--- src/rtl/uart_pkg.sv ---
// Shared types and default constants for the UART transmit path.
package uart_pkg;

    typedef enum logic [1:0] {
        StIdle   = 2'b00,
        StLaunch = 2'b01,
        StDrain  = 2'b10,
        StGap    = 2'b11
    } tx_state_e;

    localparam int unsigned DefClkDiv = 5208;
    localparam int unsigned DefDataW  = 7;

endpackage

--- src/rtl/uart_baud_tick.sv ---
// Free-running baud enable: tick_o is high for one cycle every CLK_DIV cycles.
module uart_baud_tick
    import uart_pkg::*;
#(
    parameter int unsigned CLK_DIV = DefClkDiv
) (
    input  logic clk_i,
    input  logic reset_i,
    output logic tick_o
);

    localparam int unsigned CntW = (CLK_DIV > 1) ? $clog2(CLK_DIV) : 1;
    localparam logic [CntW-1:0] CntMax = CntW'(CLK_DIV - 1);

    logic [CntW-1:0] cnt_q, cnt_d;
    logic            tick_q, tick_d;

    // The tick is registered from the next count so it lines up with cnt_q == CntMax.
    always_comb begin
        cnt_d  = (cnt_q == CntMax) ? '0 : cnt_q + CntW'(1);
        tick_d = (cnt_d == CntMax);
    end

    always_ff @(posedge clk_i or posedge reset_i) begin
        if (reset_i) begin
            cnt_q  <= '0;
            tick_q <= 1'b0;
        end else begin
            cnt_q  <= cnt_d;
            tick_q <= tick_d;
        end
    end

    assign tick_o = tick_q;

endmodule

--- src/rtl/uart_tx_scheduler.sv ---
// Round-robin sharing of one UART transmitter between NUM_REQ character sources.
module uart_tx_scheduler
    import uart_pkg::*;
#(
    parameter int unsigned NUM_REQ   = 4,
    parameter int unsigned DATA_W    = DefDataW,
    parameter int unsigned CLK_DIV   = DefClkDiv,
    parameter int unsigned GAP_TICKS = 1,
    parameter int unsigned LAUNCH_TO = 16,
    localparam int unsigned IdW      = $clog2(NUM_REQ)
) (
    input  logic                      clk_i,
    input  logic                      reset_i,
    input  logic [NUM_REQ-1:0]        req_valid_i,
    input  logic [NUM_REQ*DATA_W-1:0] req_data_i,
    output logic [NUM_REQ-1:0]        req_ready_o,
    output logic                      tx_start_o,
    output logic [DATA_W-1:0]         tx_data_o,
    input  logic                      tx_busy_i,
    output logic                      tx_en_o,
    output logic [IdW-1:0]            grant_id_o,
    output logic                      active_o,
    output logic                      launch_err_o
);

    localparam int unsigned LaunchW = (LAUNCH_TO > 1) ? $clog2(LAUNCH_TO) : 1;
    localparam int unsigned GapW    = $clog2(GAP_TICKS + 2);

    tx_state_e            state_q, state_d;
    logic [IdW-1:0]       ptr_q, ptr_d;
    logic [IdW-1:0]       grant_q, grant_d;
    logic [NUM_REQ-1:0]   req_ready_q, req_ready_d;
    logic                 tx_start_q, tx_start_d;
    logic [DATA_W-1:0]    tx_data_q, tx_data_d;
    logic                 err_q, err_d;
    logic [LaunchW-1:0]   lcnt_q, lcnt_d;
    logic [GapW-1:0]      gcnt_q, gcnt_d;
    logic [IdW-1:0]       winner;

    // Scan from the farthest position back to ptr so the nearest valid requester wins.
    function automatic logic [IdW-1:0] rr_pick(input logic [NUM_REQ-1:0] valid,
                                               input logic [IdW-1:0]     ptr);
        logic [IdW-1:0] pick;
        int             idx;
        pick = ptr;
        for (int k = int'(NUM_REQ) - 1; k >= 0; k--) begin
            idx = (int'(ptr) + k) % int'(NUM_REQ);
            if (valid[idx]) pick = IdW'(idx);
        end
        return pick;
    endfunction

    uart_baud_tick #(
        .CLK_DIV(CLK_DIV)
    ) u_baud_tick (
        .clk_i  (clk_i),
        .reset_i(reset_i),
        .tick_o (tx_en_o)
    );

    always_comb begin
        state_d     = state_q;
        ptr_d       = ptr_q;
        grant_d     = grant_q;
        req_ready_d = '0;
        tx_start_d  = tx_start_q;
        tx_data_d   = tx_data_q;
        err_d       = 1'b0;
        lcnt_d      = lcnt_q;
        gcnt_d      = gcnt_q;
        winner      = rr_pick(req_valid_i, ptr_q);

        unique case (state_q)
            StIdle: begin
                if (|req_valid_i) begin
                    state_d             = StLaunch;
                    grant_d             = winner;
                    tx_data_d           = req_data_i[32'(winner) * DATA_W +: DATA_W];
                    req_ready_d[winner] = 1'b1;
                    tx_start_d          = 1'b1;
                    lcnt_d              = '0;
                end
            end
            StLaunch: begin
                if (tx_busy_i) begin
                    state_d    = StDrain;
                    tx_start_d = 1'b0;
                end else if (lcnt_q == LaunchW'(LAUNCH_TO - 1)) begin
                    // Character is dropped; ptr stays so the same source wins again.
                    state_d    = StIdle;
                    tx_start_d = 1'b0;
                    err_d      = 1'b1;
                end else begin
                    lcnt_d = lcnt_q + LaunchW'(1);
                end
            end
            StDrain: begin
                if (!tx_busy_i) begin
                    state_d = StGap;
                    ptr_d   = (grant_q == IdW'(NUM_REQ - 1)) ? '0 : grant_q + IdW'(1);
                    gcnt_d  = '0;
                end
            end
            StGap: begin
                if (GAP_TICKS == 0) begin
                    state_d = StIdle;
                end else if (tx_en_o) begin
                    if (gcnt_q == GapW'(GAP_TICKS - 1)) state_d = StIdle;
                    else                                gcnt_d  = gcnt_q + GapW'(1);
                end
            end
            default: state_d = StIdle;
        endcase
    end

    always_ff @(posedge clk_i or posedge reset_i) begin
        if (reset_i) begin
            state_q     <= StIdle;
            ptr_q       <= '0;
            grant_q     <= '0;
            req_ready_q <= '0;
            tx_start_q  <= 1'b0;
            tx_data_q   <= '0;
            err_q       <= 1'b0;
            lcnt_q      <= '0;
            gcnt_q      <= '0;
        end else begin
            state_q     <= state_d;
            ptr_q       <= ptr_d;
            grant_q     <= grant_d;
            req_ready_q <= req_ready_d;
            tx_start_q  <= tx_start_d;
            tx_data_q   <= tx_data_d;
            err_q       <= err_d;
            lcnt_q      <= lcnt_d;
            gcnt_q      <= gcnt_d;
        end
    end

    assign req_ready_o  = req_ready_q;
    assign tx_start_o   = tx_start_q;
    assign tx_data_o    = tx_data_q;
    assign grant_id_o   = grant_q;
    assign launch_err_o = err_q;
    assign active_o     = (state_q != StIdle);

endmodule

--- config.mk ---
export PLATFORM = sky130hd
export DESIGN_NAME = uart_tx_scheduler
export DESIGN_NICKNAME = d
export VERILOG_FILES = /design/src/rtl/uart_pkg.sv /design/src/rtl/uart_baud_tick.sv /design/src/rtl/uart_tx_scheduler.sv
export SDC_FILE = /design/constraint.sdc
export NUM_CORES = 1
export LEC_CHECK = 0
export ABC_AREA = 1
export CAP_MARGIN = 0
export CORE_MARGIN = 10
export CORE_UTILIZATION = 50
export CTS_CLUSTER_DIAMETER = 50
export DETAILED_ROUTE_END_ITERATION = 6
export DONT_BUFFER_PORTS = 1
export PLACE_DENSITY_LB_ADDON = 0.3
export SLEW_MARGIN = 30
export SYNTH_ARGS = -nofsm -noshare
export SYNTH_HDL_FRONTEND = slang
export SYNTH_SLANG_ARGS = --single-unit
--- constraint.sdc ---
create_clock -name clk_i -period 1.6 [get_ports clk_i]
set_input_delay 0.32 -clock clk_i [delete_from_list [all_inputs] [get_ports clk_i]]
set_output_delay 0.32 -clock clk_i [all_outputs]
set_load 0.02 [all_outputs]
; ---- Word level (Yosys, flattened, before mapping)
; Index checks and enable logic that the tools add are counted.
; Widths: inputs -> output; s select.
[totals]
reg_bits = 39
output_inout_bits = 17
elab_cells = 104
in_bits = 35
[op_classes]
eq_ne = 15
n_mux = 43
order_cmp = 6
n_bitwise = 4
n_shift = 1
reduce_logical = 16
addsub = 7
multipliers = 1
[ops]
columns = op, count
row1 = $mux 2, 14
row2 = $shiftx 28x6->7, 1
row3 = $eq 13x13->1 const B, 2
row4 = $mux 4, 5
row5 = $mux 1, 14
row6 = $add 13x1->13 const B, 1
row7 = $mux 13, 1
row8 = $lt 3x4->1 const B, 3
row9 = $ne 2x2->1 const B, 6
row10 = $bmux 1 s2, 4
row11 = $pmux 2 s4, 1
row12 = $pmux 4 s2, 1
row13 = $reduce_and 4->1, 2
row14 = $add 2x1->2 const B, 3
row15 = $eq 2x2->1 const B, 3
row16 = $lt 2x3->1 const B, 2
row17 = $reduce_bool 2->1, 3
row18 = $reduce_or 2->1, 3
row19 = $mul 2x3->5 const B, 1
row20 = $reduce_and 5->1, 1
row21 = $add 2x2->2 const B, 2
row22 = $add 4x1->4 const B, 1
row23 = $eq 4x4->1 const B, 1
row24 = $logic_not 2->1, 2
row25 = other kinds (13), 16

; ---- Longest topological paths before layout
; Gate-level depths: netlist of the first run.
[depth]
ltp_word = 16
mapped_depth = 16
depth_no_buf = 14

; ---- Hierarchy
; From an unflattened synthesis of the first run, not the netlist that was laid out.
[unflattened]
hier_cells = 355
hier_area_um2 = 2539.9
[by_module_without_submodules]
columns = module, cells_each, area_per_inst_um2, instances
row1 = uart_tx_scheduler, 241, 1700.4, 1
row2 = uart_baud_tick, 114, 839.6, 1

; ---- Worst setup path before layout of the first run
; OpenSTA, ideal clock, no wires.
[synth_path]
path_kind = register to register
startpoint = reg ptr_q[0]
endpoint = reg tx_data_q[0] (netlist: tx_data_o[0])
path_buffers = 2
synth_period_minus_slack_ps = 1601
path_stages_with_launch = 17
arrival_ps = 1484
setup_slack_ps = -1
path_cell_list = dfrtp_1 -> buf_6 -> inv_8 -> nand2_1 -> nand2_2 -> nand2_2 -> nand2_2 -> nand2_2 -> nand2_4 -> nand2_4 -> nand2_4 -> nand2_4 -> buf_12 -> nand2_2 -> nand3_2 -> nand3_1 -> nand2_1
[synth_via]
elab_chain_cells = 10
elab_cells_between_ends = 20
classes_between = add/sub: 3 / mul: 1 / shift: 1 / mux: 15
[synth_lines]
columns = element, line
row1 = "start, declared", uart_tx_scheduler.sv:30  ; logic [IdW-1:0] ptr_q, ptr_d;
row2 = "start signal, assigned", uart_tx_scheduler.sv:129  ; ptr_q <= ptr_d;
row3 = $add 2x2->2, uart_tx_scheduler.sv:47  ; idx = (int'(ptr) + k) % int'(NUM_REQ);
row4 = $bmux 1 s2, uart_tx_scheduler.sv:48  ; if (valid[idx]) pick = IdW'(idx);
row5 = $mux 1 (implied by the code) (2 in series), uart_tx_scheduler.sv:48
row6 = $mux 2 (3 in series), uart_tx_scheduler.sv:48
row7 = $mux 2 (*), uart_tx_scheduler.sv:48
row8 = $mul 2x3->5 (*), uart_tx_scheduler.sv:78  ; tx_data_d = req_data_i[32'(winner) * DATA_W +: DATA_W];
row9 = $shiftx 28x6->7 (*), uart_tx_scheduler.sv:78
row10 = "end signal, assigned", uart_tx_scheduler.sv:133  ; tx_data_q <= tx_data_d;
row11 = "end, declared", uart_tx_scheduler.sv:34  ; logic [DATA_W-1:0] tx_data_q, tx_data_d;
; Every way passes the cells marked *; elsewhere a longest branch is shown, timed or not. The select of a mux whose other input is x is not followed.
; A chain may end at the register's enable or synchronous reset.

; ---- Worst setup path in the final report of the first run
[layout_path]
startpoint = reg ptr_q[0]
endpoint = reg tx_data_q[3] (netlist: tx_data_o[3])
; The elaborated chain is that of the path after synthesis.

==> results of run 1 <==
-- layer usage --
layer	track usage [%]	up-vias
li1	-	1058
met1	17.4	1041
met2	26.1	64
met3	5.15	11
met4	4.70	0
met5	0	-
-- power groups by stage --
stage	registers [mW]	logic, mW	clock network [mW]
after floorplan	1.61	2.23	0
after global placement	1.73	2.62	0
after detailed placement	1.73	2.69	0
after CTS	1.71	2.96	0.997
after global routing	1.74	3.93	1.04
final	1.70	3.57	0.981
-- through the flow --
| step | cells | hold slack (ns) |
|---|---|---|
| global route | 389 | 0.0631 |
| finish | 389 | 0.0265 |
| floorplan | 302 | 0.392 |
| CTS | 380 | 0.0456 |
| detailed placement | 369 | 0.364 |
| global placement | 369 | 0.361 |
-- worst register-to-register path, delay by kind of cell (launching register included) --
kind / cells / cell delay (ns)
AND/OR/NAND/NOR: 11 / 1.01
flip-flops: 1 / 0.49
buffers and inverters: 2 / 0.19
-- sequential cells by signal (all words and copies together) (netlist names), named ones only --
register and flops:
launch_err_o 1, grant_id_o 2, u_baud_tick.cnt_q 13, u_baud_tick.tick_o 1, tx_start_o 1, gcnt_q 2
lcnt_q 4, req_ready_o 4, ptr_q 2, state_q 1, tx_data_o 7
-- cells by family (layout without fill, tap and decap cells) --
kind of cell	after synthesis	after routing	synth area share, %
and+or+nand+nor	178	178	38.9
DFF	39	39	41.8
buffers and inverters	54	89	10.5
adders and majority gates	4	4	2.14
AOI/OAI and AO/OA	24	24	5.58
xor gates and xnor gates	3	3	1.13
-- layout by cell type, fill, tap and decap left out, types with 5 or more instances in the layout --
cell type	synthesis	final
buf_4	2	27
buf_6	1	5
clkbuf_8	0	5
dfrtp_1	39	38
inv_1	41	41
nand2_1	70	59
nand2_2	13	23
nand3_1	50	39
nand3_2	6	17
nor2_1	11	8
o21ai_0	15	12
-- cell type report --
type,instances,share of cell area (%)
multi-input cells,209,43.4
flip-flops and latches,39,33.2
clock inverters,2,2.04
inverters,47,6.41
well taps,52,2.21
clock buffers,6,2.46
repair buffers,34,10.3
-- repair_timing --
item,4_1_cts,5_1_grt
setup buffers,2,8
hold buffers,0,0
pin swaps,8,9
gates cloned,1,1
gates resized for setup,15,40
setup endpoints to repair,14,22
-- worst max path at each step --
stage / from / end / slack [ns] / cells after the start
after detailed placement: ptr_q[0] / tx_data_o[3] / -0.28 / 12
after CTS: ptr_q[0] / tx_data_o[4] / -0.13 / 14
final: ptr_q[0] / tx_data_o[3] / -0.17 / 13
after floorplan: ptr_q[0] / tx_data_o[0] / -0.001 / 16
after global placement: ptr_q[0] / tx_data_o[2] / -0.20 / 13
after global routing: ptr_q[0] / tx_data_o[2] / -0.28 / 13
==> metrics.md, run 1 <==
| Metric | Value |
|---|---|
| Status | `complete, but fails checks` |
| Violated checks | `setup timing` |
| Port Buf Inserts | `0` |
| Worst path arrival time | `roughly 2.0 ns` |
| Int Pwr | `3.40 mW` |
| Worst path slowest cell | `dfrtp_2` |
| Vias/cell | `5.59` |
| Min-delay worst type | `in -> async` |
| Met3 wire length | `500 um` |
| GRT overflow | `0` |
| Largest net degree at the start of global routing | `40` |
| Final min period | `1.77 ns` |
| Max-slew violations | `0` |
| Synth-to-Final Area Change | `26.2%` |
| Worst clock skew | `0.00901 ns` |
| Met2 wire len | `3.01 mm` |
| Post-synth EDFFs | `0` |
| Yosys top cell by area | `dfrtp_1` |
| TritonCTS clock tree | `yes` |
| First-pass GRT wire length | `9.65 mm` |
| Final WL | `6.05 mm` |
| Area of the multi-input gates | `about 0.0013 mm2` |
| Critical Path Fanout Max | `17` |
| Die footprint | `0.00780 mm2` |
| Depth of the worst register-to-register path | `13` |
| Top_reg_cell synth | `dfrtp_1` |
| Crit path max-delay family | `simple AND/OR/NAND/NOR gates` |
| Netlist Area Pre-Place | `0.00233 mm2` |
| Seq/Total Area, Yosys | `41.8%` |
| Wirelength per Cell | `15.5 um` |
| R2R setup slack | `-0.17 ns` |
| Crit-path cells | `buf_6 > nand2_2 > nand3_2 > nand2_2 > inv_2 > nand2_2 > nand2_4 > nand3_4 > nand2_8 > nand2_1 > nand3_1 > nand3_1 > nand2_1` |
| Final Util | `between 60 and 70%` |
| Placed cell area | `0.00252 mm2` |
| Psw | `2.86 mW` |
| Ys Warns | `0` |
| GRT Total Usage | `about 15%` |
| Initial antenna violation count | `0` |
| Combinational share of power | `between 50 and 60%` |
| Total power draw | `6.26 mW` |
| Layout cell share with drive strength beyond 1 | `~34%` |
| Final period utilization | `111%` |
| Final hold violation count | `0` |
| Yosys top cell area share | `a little over two fifths` |
| Commonest cells post-synth | `70 x nand2_1, 50 x nand3_1, 41 x inv_1, 39 x dfrtp_1, 15 x o21ai_0` |
| Clock sinks | `39` |
| Vias in the first global route | `2139` |
| Residual DRC | `0` |
| Sum of negative setup slack | `-1.54 ns` |
| Worst Path Buf+Inv | `2` |
| Row cnt | `24` |
| Initial Util | `a little over half` |
| Fmax | `563 MHz` |
| Ys async rst share | `100%` |
| Mapped Nets | `341` |
| Final setup viols | `13` |
| Cell with the most instances after synthesis | `nand2_1` |
| Worst r2r src | `ptr_q[0]` |
| GPL Wtd Cong | `0.877` |
| Chip Width | `88.3 um` |
| Max-cap violation count | `0` |
| Max stage delay on crit path | `0.49 ns` |
| Fillers | `350` |
| CP Class | `reg -> reg` |
| Worst-Skew Late Latency | `0.29 ns` |
| Peak VDD IR | `0.000916 V` |
| Pwr Density | `2120 mW/mm2` |
| RSZ-0062 raised after global routing | `true` |
| Initial drt markers | `112` |
| Number of CTS-inserted buffers | `5` |
| Placement Setup Slack | `-0.276 ns` |
| CP Launch Type | `flop` |
| Post-synthesis register bit count | `39` |
| Synth area leaders | `dfrtp_1 42%, nand2_1 11%, nand3_1 11%` |
| Sequential Area | `977 um2` |
| Switching share of power | `45.7%` |
| Clk root buf | `clkbuf_8` |
| Core footprint | `0.00444 mm2` |
| Post-Layout Inst Area | `slightly below 0.003 mm2` |
| Post-DP HPWL | `4.31 mm` |
| Vias | `2174` |
| Most used cell along the critical path | `nand2_2` |
| CP Data Required Time | `1.79 ns` |
| Antenna Nets Post-Route | `0` |
| Drt first pass iters | `4` |
| # nets final | `375` |
| Worst-Margin Slew | `roughly 0.50 ns` |
| Final setup margin | `-0.175 ns` |
| Die Ht | `slightly below 90 um` |
| Max Used Layer | `met4` |
| Wl on met1 | `around 2.4 mm` |
| Crit end category | `flop` |
| Worst-path clk slew | `0.08 ns` |
| Ports | `52` |
| Gate Count Post-Synth | `302` |
| Mean Syn Cell Area | `7.73 um2` |
| Sequential group share of total power | `a little over a quarter` |
| Distinct cells, synth | `35` |
| Slew margin rel. | `66.7%` |
| Worst reg2reg endpoint | `tx_data_o[3]` |
| H-tree depth | `2` |
| Longest Clk Path Bufs | `2` |
| # diodes | `0` |
| Clock share of power | `15.7%` |
| Pleak | `1.50 nW` |
Note: power is estimated with default switching activity, not from simulation.
==> run 2, diff against run 1 <==
SETUP_SLACK_MARGIN = 0.5   (was default)
==> run 2 against run 1 <==
  * The flow still finishes with violations (setup timing)
  * Hold slack lost 0.0031 ns
  * Worst setup slack got worse by 0.19 ns
  * Clock-buffer cell count stayed put
  * Non-clock buffer count is 35 higher
  * Global-route usage up 3.7 points
  * Critical path type unchanged
  * Largest cell class unchanged
==> metrics.md, run 2 (synthesis results as in run 1) <==
| Metric | Value |
|---|---|
| CP Data Required Time | `1.80 ns (about the same)` |
| Pleak | `1.84 nW (+23%)` |
| Final min period | `1.96 ns (+0.187 ns)` |
| Initial Util | `52.5% (unchanged)` |
| Int Pwr | `4.30 mW (+26%)` |
| Vias | `2651 (+22%)` |
| Vias in the first global route | `2370 (+11%)` |
| Depth of the worst register-to-register path | `14 (+1)` |
| CP Launch Type | `flop` |
| Die footprint | `0.00780 mm2 (unchanged)` |
| Total power draw | `8.38 mW (+34%)` |
| Post-Layout Inst Area | `0.00374 mm2 (+27%)` |
| Clk root buf | `clkbuf_8` |
| Wirelength per Cell | `22.3 um (+44%)` |
| Worst-path clk slew | `0.09 ns (about the same)` |
| Residual DRC | `0 (unchanged)` |
| Post-CTS Hold Buffers | `0 (unchanged)` |
| Initial antenna violation count | `0 (unchanged)` |
| GPL Wtd Cong | `0.856 (-2.3%)` |
| Layout cell share with drive strength beyond 1 | `60.1% (+27 points)` |
| Combinational share of power | `68.4% (+11 points)` |
| Worst-Margin Slew | `0.521 ns (+0.0219 ns)` |
| Violated checks | `setup timing` |
| Slew margin rel. | `65.2% (-1.5 points)` |
| # diodes | `0 (unchanged)` |
| Pwr Density | `2240 mW/mm2 (+5.3%)` |
| Initial drt markers | `229 (+100%)` |
| Drt first pass iters | `5 (+1)` |
| Min-delay worst type | `in -> async` |
| Vias/cell | `6.24 (+12%)` |
| Psw | `4.08 mW (+43%)` |
| Placed cell area | `0.00262 mm2 (+4.0%)` |
| Clock sinks | `39 (unchanged)` |
| Antenna Nets Post-Route | `0 (unchanged)` |
| Fmax | `510 MHz (-9.5%)` |
| Row cnt | `24 (unchanged)` |
| Port Buf Inserts | `0 (unchanged)` |
| Crit end category | `flop` |
| Worst r2r src | `ptr_q[0]` |
| GRT overflow | `0 (unchanged)` |
| Longest Clk Path Bufs | `2 (unchanged)` |
| Chip Width | `88.3 um (unchanged)` |
| Fillers | `191 (-45%)` |
| Worst path arrival time | `2.16 ns (+0.20 ns)` |
| R2R setup slack | `-0.36 ns (-0.19 ns)` |
| First-pass GRT wire length | `11.6 mm (+21%)` |
| Post-DP HPWL | `4.22 mm (-2.1%)` |
| # nets final | `411 (+9.6%)` |
| GRT Total Usage | `18.9% (+3.7 points)` |
| Most frequent cells in the layout | `44 x buf_4, 41 x nand2_1, 35 x nand3_2` |
| H-tree depth | `2 (unchanged)` |
| Ports | `52 (unchanged)` |
| Worst-Skew Late Latency | `0.31 ns (+0.02 ns)` |
| CP Class | `reg -> reg` |
| Clock share of power | `10.7% (-5.0 points)` |
| Sequential group share of total power | `20.8% (-6.4 points)` |
| Final setup viols | `16 (+3)` |
| Biggest register | `u_baud_tick.cnt_q` |
| TritonCTS clock tree | `yes` |
| Largest register FFs | `13 (unchanged)` |
| Commonest non-fill, non-tap cell in the layout | `buf_4` |
| Status | `complete, but fails checks` |
| Worst clock skew | `0.00771 ns (-0.00131 ns)` |
| Core footprint | `0.00444 mm2 (unchanged)` |
| Final setup margin | `-0.362 ns (-0.187 ns)` |
| Final period utilization | `123% (+12 points)` |
| RSZ-0062 raised after global routing | `true` |
| Max-slew violations | `0 (unchanged)` |
| Final WL | `9.48 mm (+57%)` |
| Synth-to-Final Area Change | `60.5%` |
| Worst path slowest cell | `dfrtp_2` |
| Number of CTS-inserted buffers | `5 (unchanged)` |
| Critical Path Fanout Max | `8 (-9)` |
| Max stage delay on crit path | `0.43 ns (-0.06 ns)` |
| Final hold violation count | `0 (unchanged)` |
| Max-cap violation count | `0 (unchanged)` |
| Worst reg2reg endpoint | `tx_data_o[2]` |
| Crit-path cells | `buf_12 > clkinv_8 > nand2_2 > nand3_2 > nand2_1 > inv_2 > nand2_2 > nand2_4 > nand3_4 > buf_6 > nand3_1 > nand3_2 > nand3_1 > nand2_1` |
| Largest net degree at the start of global routing | `40 (unchanged)` |
| Die Ht | `88.3 um (unchanged)` |
| Peak VDD IR | `0.00112 V (+22%)` |
| Switching share of power | `48.7% (+3.1 points)` |
run 2: worst max-delay path, delay by kind of cell (launching register included):
| family | cells | cell delay (ns) |
|---|---|---|
| DFF | 1 | 0.43 |
| buffers and inverters | 4 | 0.43 |
| and+or+nand+nor | 10 | 0.98 |
run 2: power by group through the flow:
stage / sequential, mW / clock, mW / combinational, mW
2_1_floorplan: 1.62 / 0 / 2.36
3_3_place_gp: 1.72 / 0 / 2.92
3_5_place_dp: 1.73 / 0 / 2.99
4_1_cts: 1.72 / 0.879 / 3.99
5_1_grt: 1.76 / 0.947 / 6.03
6_report: 1.75 / 0.898 / 5.74
run 2: metal layers:
layer	global-route usage, %	routed length (um)	vias up
met5	0	0	-
met4	5.73	354	0
met3	5.61	1060	43
met2	33.0	4620	219
met1	21.8	3450	1267
li1	-	-	1122
run 2: area by class of cell:
class	count	area (um2)	area share, %
clock buffers	6	82.6	2.21
flip-flops and latches	39	987	26.4
well taps	52	65.1	1.74
inverters	47	208	5.55
repair buffers	69	641	17.1
multi-input cells	209	1720	45.8
repair inverters	1	11.3	0.301
clock inverters	2	35.0	0.936
run 2: through the flow:
stage	instances	setup TNS [ns]	utilization [%]	hold slack, ns	setup slack (ns)
2_1_floorplan	302	0	-	0.292	0.00311
3_3_place_gp	371	-2.02	58.9	0.362	-0.178
3_5_place_dp	371	-2.38	58.9	0.363	-0.220
4_1_cts	398	-1.22	72.7	0.0403	-0.136
5_1_grt	425	-5.34	84.3	0.0573	-0.459
6_report	425	-3.83	84.3	0.0234	-0.362
run 2: what timing repair did:
| item | 4_1_cts | 5_1_grt |
|---|---|---|
| gates cloned | 1 | 0 |
| pin swaps | 42 | 42 |
| setup endpoints to repair | 46 | 53 |
| gates resized for setup | 88 | 84 |
| setup buffers | 18 | 27 |
run 2: worst max-delay path by stage:
stage,startpoint,endpoint,slack [ns],cells past startpoint
floorplan,ptr_q[0],tx_data_o[0],0.003,16
global placement,ptr_q[0],tx_data_o[1],-0.18,12
detailed placement,ptr_q[0],tx_data_o[3],-0.22,13
CTS,ptr_q[0],tx_data_o[0],-0.14,14
global route,ptr_q[0],tx_data_o[2],-0.46,14
finish,ptr_q[0],tx_data_o[2],-0.36,14
==> run 3, diff against run 2 <==
SLEW_MARGIN = 0   (was 30)
==> results of run 3 <==
The final DEF is identical to that of run 2; final timing and power are the same.
